File: src/rtl/keypad_press_ctrl_if.sv
// Scanner-to-display signal bundle for keypad_press_ctrl.
// The master side drives the scanner inputs; the slave side is the controller.
interface keypad_press_ctrl_if;
    logic       key_onebit;
    logic [4:0] keypad_val;
    logic [3:0] digit_new;
    logic [3:0] digit_old;
    logic       key_valid;
    logic       key_held;
    logic [7:0] press_count;

    modport master (
        output key_onebit, keypad_val,
        input  digit_new, digit_old, key_valid, key_held, press_count
    );

    modport slave (
        input  key_onebit, keypad_val,
        output digit_new, digit_old, key_valid, key_held, press_count
    );
endinterface

File: src/rtl/keypad_press_ctrl.sv
// Debounces keypad scanner presses, commits one event per physical press and
// keeps a two-digit history, a press counter and a key-held flag.
module keypad_press_ctrl #(
    parameter int unsigned DEBOUNCE_CYCLES = 50000,
    parameter int unsigned CNT_W           = $clog2(DEBOUNCE_CYCLES)
) (
    input  logic               clk,
    input  logic               reset,
    keypad_press_ctrl_if.slave kp
);

    localparam logic [1:0] S_IDLE         = 2'd0;
    localparam logic [1:0] S_PRESS_WAIT   = 2'd1;
    localparam logic [1:0] S_HELD         = 2'd2;
    localparam logic [1:0] S_RELEASE_WAIT = 2'd3;

    localparam logic [CNT_W-1:0] CNT_ONE  = CNT_W'(1);
    localparam logic [CNT_W-1:0] CNT_LAST = CNT_W'(DEBOUNCE_CYCLES - 1);

    logic [1:0]       state;
    logic [CNT_W-1:0] cnt;
    logic [3:0]       cand;
    logic [3:0]       digit_new;
    logic [3:0]       digit_old;
    logic             key_valid;
    logic             key_held;
    logic [7:0]       press_count;
    logic             pressed;

    assign pressed = kp.key_onebit & ~kp.keypad_val[4];

    always_ff @(posedge clk) begin
        if (!reset) begin
            state       <= S_IDLE;
            cnt         <= '0;
            cand        <= '0;
            digit_new   <= '0;
            digit_old   <= '0;
            key_valid   <= 1'b0;
            key_held    <= 1'b0;
            press_count <= '0;
        end else begin
            key_valid <= 1'b0;
            case (state)
                S_IDLE: begin
                    if (pressed) begin
                        cand  <= kp.keypad_val[3:0];
                        cnt   <= CNT_ONE;
                        state <= S_PRESS_WAIT;
                    end else begin
                        cnt <= '0;
                    end
                end
                S_PRESS_WAIT: begin
                    // A release or value change on the final sample still aborts the commit.
                    if (!pressed || (kp.keypad_val[3:0] != cand)) begin
                        cnt   <= '0;
                        state <= S_IDLE;
                    end else if (cnt == CNT_LAST) begin
                        digit_old   <= digit_new;
                        digit_new   <= cand;
                        press_count <= press_count + 8'd1;
                        key_valid   <= 1'b1;
                        key_held    <= 1'b1;
                        state       <= S_HELD;
                    end else begin
                        cnt <= cnt + CNT_ONE;
                    end
                end
                S_HELD: begin
                    if (!pressed) begin
                        cnt   <= CNT_ONE;
                        state <= S_RELEASE_WAIT;
                    end
                end
                S_RELEASE_WAIT: begin
                    if (pressed) begin
                        cnt   <= '0;
                        state <= S_HELD;
                    end else if (cnt == CNT_LAST) begin
                        key_held <= 1'b0;
                        state    <= S_IDLE;
                    end else begin
                        cnt <= cnt + CNT_ONE;
                    end
                end
                default: state <= S_IDLE;
            endcase
        end
    end

    assign kp.digit_new   = digit_new;
    assign kp.digit_old   = digit_old;
    assign kp.key_valid   = key_valid;
    assign kp.key_held    = key_held;
    assign kp.press_count = press_count;

endmodule

File: src/flat_wrapper.sv
// flat-port wrapper written by rule: the top's interface ports become plain ports
module keypad_press_ctrl_flat 
#(
    parameter int unsigned DEBOUNCE_CYCLES = 50000,
    parameter int unsigned CNT_W           = $clog2(DEBOUNCE_CYCLES)
)
  (clk, reset, kp_key_onebit, kp_keypad_val, kp_digit_new, kp_digit_old, kp_key_valid, kp_key_held, kp_press_count);
  keypad_press_ctrl_if kp_i ();
  input  logic clk;
  input  logic reset;
  input wire logic [$bits(kp_i.key_onebit)-1:0] kp_key_onebit;
  input wire logic [$bits(kp_i.keypad_val)-1:0] kp_keypad_val;
  output wire logic [$bits(kp_i.digit_new)-1:0] kp_digit_new;
  output wire logic [$bits(kp_i.digit_old)-1:0] kp_digit_old;
  output wire logic [$bits(kp_i.key_valid)-1:0] kp_key_valid;
  output wire logic [$bits(kp_i.key_held)-1:0] kp_key_held;
  output wire logic [$bits(kp_i.press_count)-1:0] kp_press_count;
  assign kp_i.key_onebit = kp_key_onebit;
  assign kp_i.keypad_val = kp_keypad_val;
  assign kp_digit_new = kp_i.digit_new;
  assign kp_digit_old = kp_i.digit_old;
  assign kp_key_valid = kp_i.key_valid;
  assign kp_key_held = kp_i.key_held;
  assign kp_press_count = kp_i.press_count;
  keypad_press_ctrl #(.DEBOUNCE_CYCLES(DEBOUNCE_CYCLES), .CNT_W(CNT_W)) u_core (.clk(clk), .reset(reset), .kp(kp_i));
endmodule
File: config.mk
export PLATFORM = sky130hd
export DESIGN_NAME = keypad_press_ctrl_flat
export DESIGN_NICKNAME = d
export VERILOG_FILES = /design/src/rtl/keypad_press_ctrl_if.sv /design/src/rtl/keypad_press_ctrl.sv /design/src/flat_wrapper.sv
export SDC_FILE = /design/constraint.sdc
export NUM_CORES = 1
export LEC_CHECK = 0
export CAP_MARGIN = 10
export CORE_MARGIN = 1.5
export CORE_UTILIZATION = 48
export CTS_CLUSTER_SIZE = 25
export DETAILED_ROUTE_END_ITERATION = 10
export PLACE_DENSITY = 0.71
export SLEW_MARGIN = 20
export SYNTH_ARGS = -nofsm -noshare
export SYNTH_HDL_FRONTEND = slang
export SYNTH_SLANG_ARGS = --single-unit
File: constraint.sdc
create_clock -name clk -period 2.4 [get_ports clk]
set_input_delay 0.36 -clock clk [delete_from_list [all_inputs] [get_ports clk]]
set_output_delay 0.36 -clock clk [all_outputs]
set_load 0.1 [all_outputs]
==> impl_metrics.xml <==
<?xml version="1.0" encoding="UTF-8"?>
<metrics>
  <group name="status">
    <metric name="run_status" unit="">finished, final reports clean</metric>
  </group>
  <group name="synth">
    <metric name="synth_area" unit="mm^2">0.00208</metric>
    <metric name="synth_edf_count" unit="">0</metric>
    <metric name="ys_warn_count" unit="">0</metric>
    <metric name="synth_cell_types" unit="">46</metric>
    <metric name="synth.net_count" unit="">239</metric>
    <metric name="postSynth.topFlopCell" unit="">sky130_fd_sc_hd__dfxtp_1</metric>
    <metric name="netlist_instances" unit="">229</metric>
    <metric name="mean_instance_size_in_the_synthesized_netlist" unit="um^2">9.08</metric>
    <metric name="synth_seq_area_share" unit="%">38.5</metric>
    <metric name="postSynthRegisterBits" unit="">40</metric>
    <metric name="proportion_of_register_bits_with_asynchronous_set_or_reset_after_synthesis" unit="%">0</metric>
  </group>
  <group name="pwr">
    <metric name="p_comb_share" unit="%">5.5</metric>
    <metric name="p_leak" unit="nW">0.923</metric>
    <metric name="cellPowerDensity" unit="mW/mm^2">494</metric>
    <metric name="pwr-share-clk" unit="%">38.4</metric>
    <metric name="cellInternalPower" unit="mW">0.934</metric>
    <metric name="switching_part_of_the_total" unit="%">22.0</metric>
    <metric name="p_switching" unit="mW">0.263</metric>
    <metric name="ir_drop" unit="uV">255</metric>
    <metric name="power_frac_seq" unit="%">56.1</metric>
  </group>
  <group name="worst_setup_path">
    <metric name="crit_type" unit="">in -&gt; reg</metric>
    <metric name="crit_required" unit="ps">2580</metric>
    <metric name="worstSetupStartpointType" unit="">input port</metric>
    <metric name="cp.arrival" unit="ps">2100</metric>
    <metric name="crit_path_max_fanout" unit="">14</metric>
    <metric name="end_kind" unit="">register</metric>
  </group>
  <group name="floorplan">
    <metric name="chipWidth" unit="um">68.8</metric>
    <metric name="initial_core_util" unit="%">50.9</metric>
    <metric name="chipHeight" unit="um">68.8</metric>
    <metric name="pin_count" unit="">26</metric>
    <metric name="core_area" unit="mm^2">0.00409</metric>
    <metric name="cell_row_count" unit="">23</metric>
    <metric name="full_die_area" unit="mm^2">0.00473</metric>
  </group>
  <group name="clock_tree">
    <metric name="clk_lat_worst_skew" unit="ps">290</metric>
    <metric name="cts.reportedPaths.clkPinSlew" unit="ps">70</metric>
    <metric name="buffers_from_clock_root_to_sink_at_most" unit="">2</metric>
    <metric name="cts.sink_count" unit="">40</metric>
    <metric name="ctsRootBufferMaster" unit="">sky130_fd_sc_hd__clkbuf_8</metric>
    <metric name="cts_tree" unit="">done</metric>
    <metric name="postCtsSetupBuffers" unit="">0</metric>
    <metric name="cts.hold.buffers_added" unit="">0</metric>
    <metric name="htree_num_levels" unit="">2</metric>
    <metric name="total_of_cells_resized_after_clock_tree_synthesis" unit="">0</metric>
    <metric name="num_cts_buffers" unit="">5</metric>
  </group>
  <group name="routing">
    <metric name="route.top_layer_used" unit="">met4</metric>
    <metric name="dr_wl_met3" unit="um">179</metric>
    <metric name="detail_route.iter0.violations" unit="">152</metric>
    <metric name="wire_length_after_detailed_routing" unit="um">4180</metric>
    <metric name="route.layer.met1.wl" unit="um">2120</metric>
    <metric name="wl_met2" unit="um">1810</metric>
    <metric name="drt-pass1-iter-count" unit="">4</metric>
    <metric name="routed_wire_length_per_instance" unit="um">13.5</metric>
    <metric name="drtAntennaViolNets" unit="">0</metric>
    <metric name="via_count" unit="">1760</metric>
    <metric name="drt_drc_violations_left" unit="">0</metric>
    <metric name="avgViaCountPerCell" unit="">5.70</metric>
  </group>
  <group name="cells_and_area">
    <metric name="fin_nets" unit="">268</metric>
    <metric name="synthToLayoutAreaGrowth" unit="%">16.7</metric>
    <metric name="final_layout_size_suffix_gt1_share" unit="%">17.0</metric>
    <metric name="highest_count_cells_in_the_layout_ignoring_fill_and_taps" unit="">sky130_fd_sc_hd__dfxtp_1 (40), sky130_fd_sc_hd__nand2_1 (27), sky130_fd_sc_hd__buf_4 (27)</metric>
    <metric name="final_util" unit="%">59.3</metric>
    <metric name="mostFrequentLayoutCell" unit="">sky130_fd_sc_hd__dfxtp_1</metric>
    <metric name="antenna_cells" unit="">0</metric>
    <metric name="n_fill_cell" unit="">375</metric>
  </group>
  <group name="timing">
    <metric name="setup-violations-final" unit="">0</metric>
    <metric name="max_clock_freq" unit="GHz">0.522</metric>
    <metric name="fin_tns_setup" unit="ps">0</metric>
    <metric name="post_route_clock_period_utilization" unit="%">79.8</metric>
    <metric name="finalWorstPathRequiredPeriod" unit="ps">1910</metric>
    <metric name="hold_viol_final" unit="">0</metric>
    <metric name="rsz0062_at_grt" unit="">false</metric>
    <metric name="slew-limit-headroom" unit="%">79.0</metric>
    <metric name="tightest_slew" unit="ps">312</metric>
    <metric name="finClkSkew" unit="ps">2.75</metric>
    <metric name="maxSlewViolCount" unit="">0</metric>
  </group>
  <group name="grt">
    <metric name="grt_usage" unit="%">19.3</metric>
    <metric name="grt_overflow" unit="">0</metric>
    <metric name="grt_pass1_vias" unit="">1483</metric>
    <metric name="grt_first_pass_wirelength" unit="um">6840</metric>
    <metric name="initial_antenna_violation_count" unit="">0</metric>
    <metric name="grt_max_degree" unit="">29</metric>
  </group>
  <group name="placed_design">
    <metric name="hpwl" unit="um">2950</metric>
    <metric name="placement.io_buffers" unit="">25</metric>
    <metric name="gp_congestion" unit="">0.782</metric>
  </group>
  <group name="flow_run">
    <metric name="maximum_capacitance_violations" unit="">0</metric>
  </group>
  <group name="hold_path">
    <metric name="worst_hold_path_type" unit="">reg -&gt; reg</metric>
  </group>
</metrics>
power by group through the flow:
stage | combinational (mW) | sequential, mW | clock, mW
final | 0.0657 | 0.671 | 0.460
after global routing | 0.0724 | 0.672 | 0.499
after CTS | 0.0659 | 0.671 | 0.476
after detailed placement | 0.0654 | 0.687 | 0
after global placement | 0.0647 | 0.687 | 0
after floorplan | 0.0454 | 0.686 | 0
critical path: stages:
cell	delay, ps
sky130_fd_sc_hd__clkdlybuf4s50_1	500
sky130_fd_sc_hd__xnor2_1	140
sky130_fd_sc_hd__nand4_2	270
sky130_fd_sc_hd__nor4_4	370
sky130_fd_sc_hd__buf_12	200
sky130_fd_sc_hd__nand4_1	120
sky130_fd_sc_hd__mux2i_1	130
worst paths after layout:
path / end / cells after the start / from / slack, ps
setup / recovery: u_core.kp.press_count[4] / 7 / kp_keypad_val[3] / 490
hold / removal: u_core.kp.press_count[6] / 2 / u_core.kp.press_count[6] / 500
setup reg to reg: u_core.kp.press_count[4] / 7 / u_core.cnt[0] / 520
hold reg to reg: u_core.kp.press_count[6] / 2 / u_core.kp.press_count[6] / 500
area by class of cell:
class | instances | area, um^2 | share of cell area [%]
timing repair buffer | 35 | 293 | 12.1
tap | 50 | 62.6 | 2.58
multi-input combinational | 175 | 1170 | 48.5
inverter | 1 | 3.75 | 0.155
clock buffer | 8 | 90.1 | 3.72
sequential | 40 | 801 | 33.0
sequential cells by signal, summed over array words and instances (netlist names):
register,flops
u_core.cand,4
u_core.kp.digit_new,4
u_core.kp.digit_old,4
u_core.state,2
u_core.kp.key_held,1
u_core.cnt,16
u_core.kp.key_valid,1
u_core.kp.press_count,8
metrics by stage:
step           setup slack, ps  hold slack [ps]  cells  cell area (um^2)  power [mW]
2_1_floorplan              368              460    229              2080       0.731
3_3_place_gp               206              472    301              2330       0.752
3_5_place_dp               171              483    301              2330       0.753
4_1_cts                    465              502    309              2420        1.21
5_1_grt                    317              515    309              2420        1.24
6_report                   485              498    309              2420        1.20
logic make-up (layout without fill, tap and decap cells):
kind of cell    count (synthesis)  in the layout  synth area share (%)
simple gates                  108            108                  31.4
flops                          40             40                  38.5
compound gates                 38             38                  11.7
xor+xnor                       14             14                  5.90
buf+inv                        14             44                  4.94
mux                            13             13                  6.26
fa+ha+maj                       2              2                  1.20
cell usage after synthesis, drive strengths merged, types with 3 or more instances:
library cell / n / area share, %
nand4b: 3 / 1.3
and3: 3 / 0.96
buf: 5 / 2.3
xnor2: 6 / 2.5
nand2b: 7 / 2.1
nor2: 14 / 2.5
a31oi: 6 / 1.8
xor2: 8 / 3.4
nor4: 4 / 1.9
clkbuf: 8 / 2.4
dfxtp: 40 / 39
and4: 4 / 1.7
and2: 3 / 0.90
a21oi: 6 / 1.4
nand4: 9 / 3.7
nand2: 27 / 4.9
nand3: 13 / 3.1
nor2b: 10 / 3.0
mux2i: 13 / 6.3
a21boi: 4 / 1.4
o21ai: 11 / 2.6
per-layer routing:
metal  track usage, %  up-vias
met4             8.33        0
met5                0        -
met1             27.5      830
met2             27.8       42
met3             4.55        5
li1                 -      883
No activity file was read; power rests on OpenSTA's default activity.
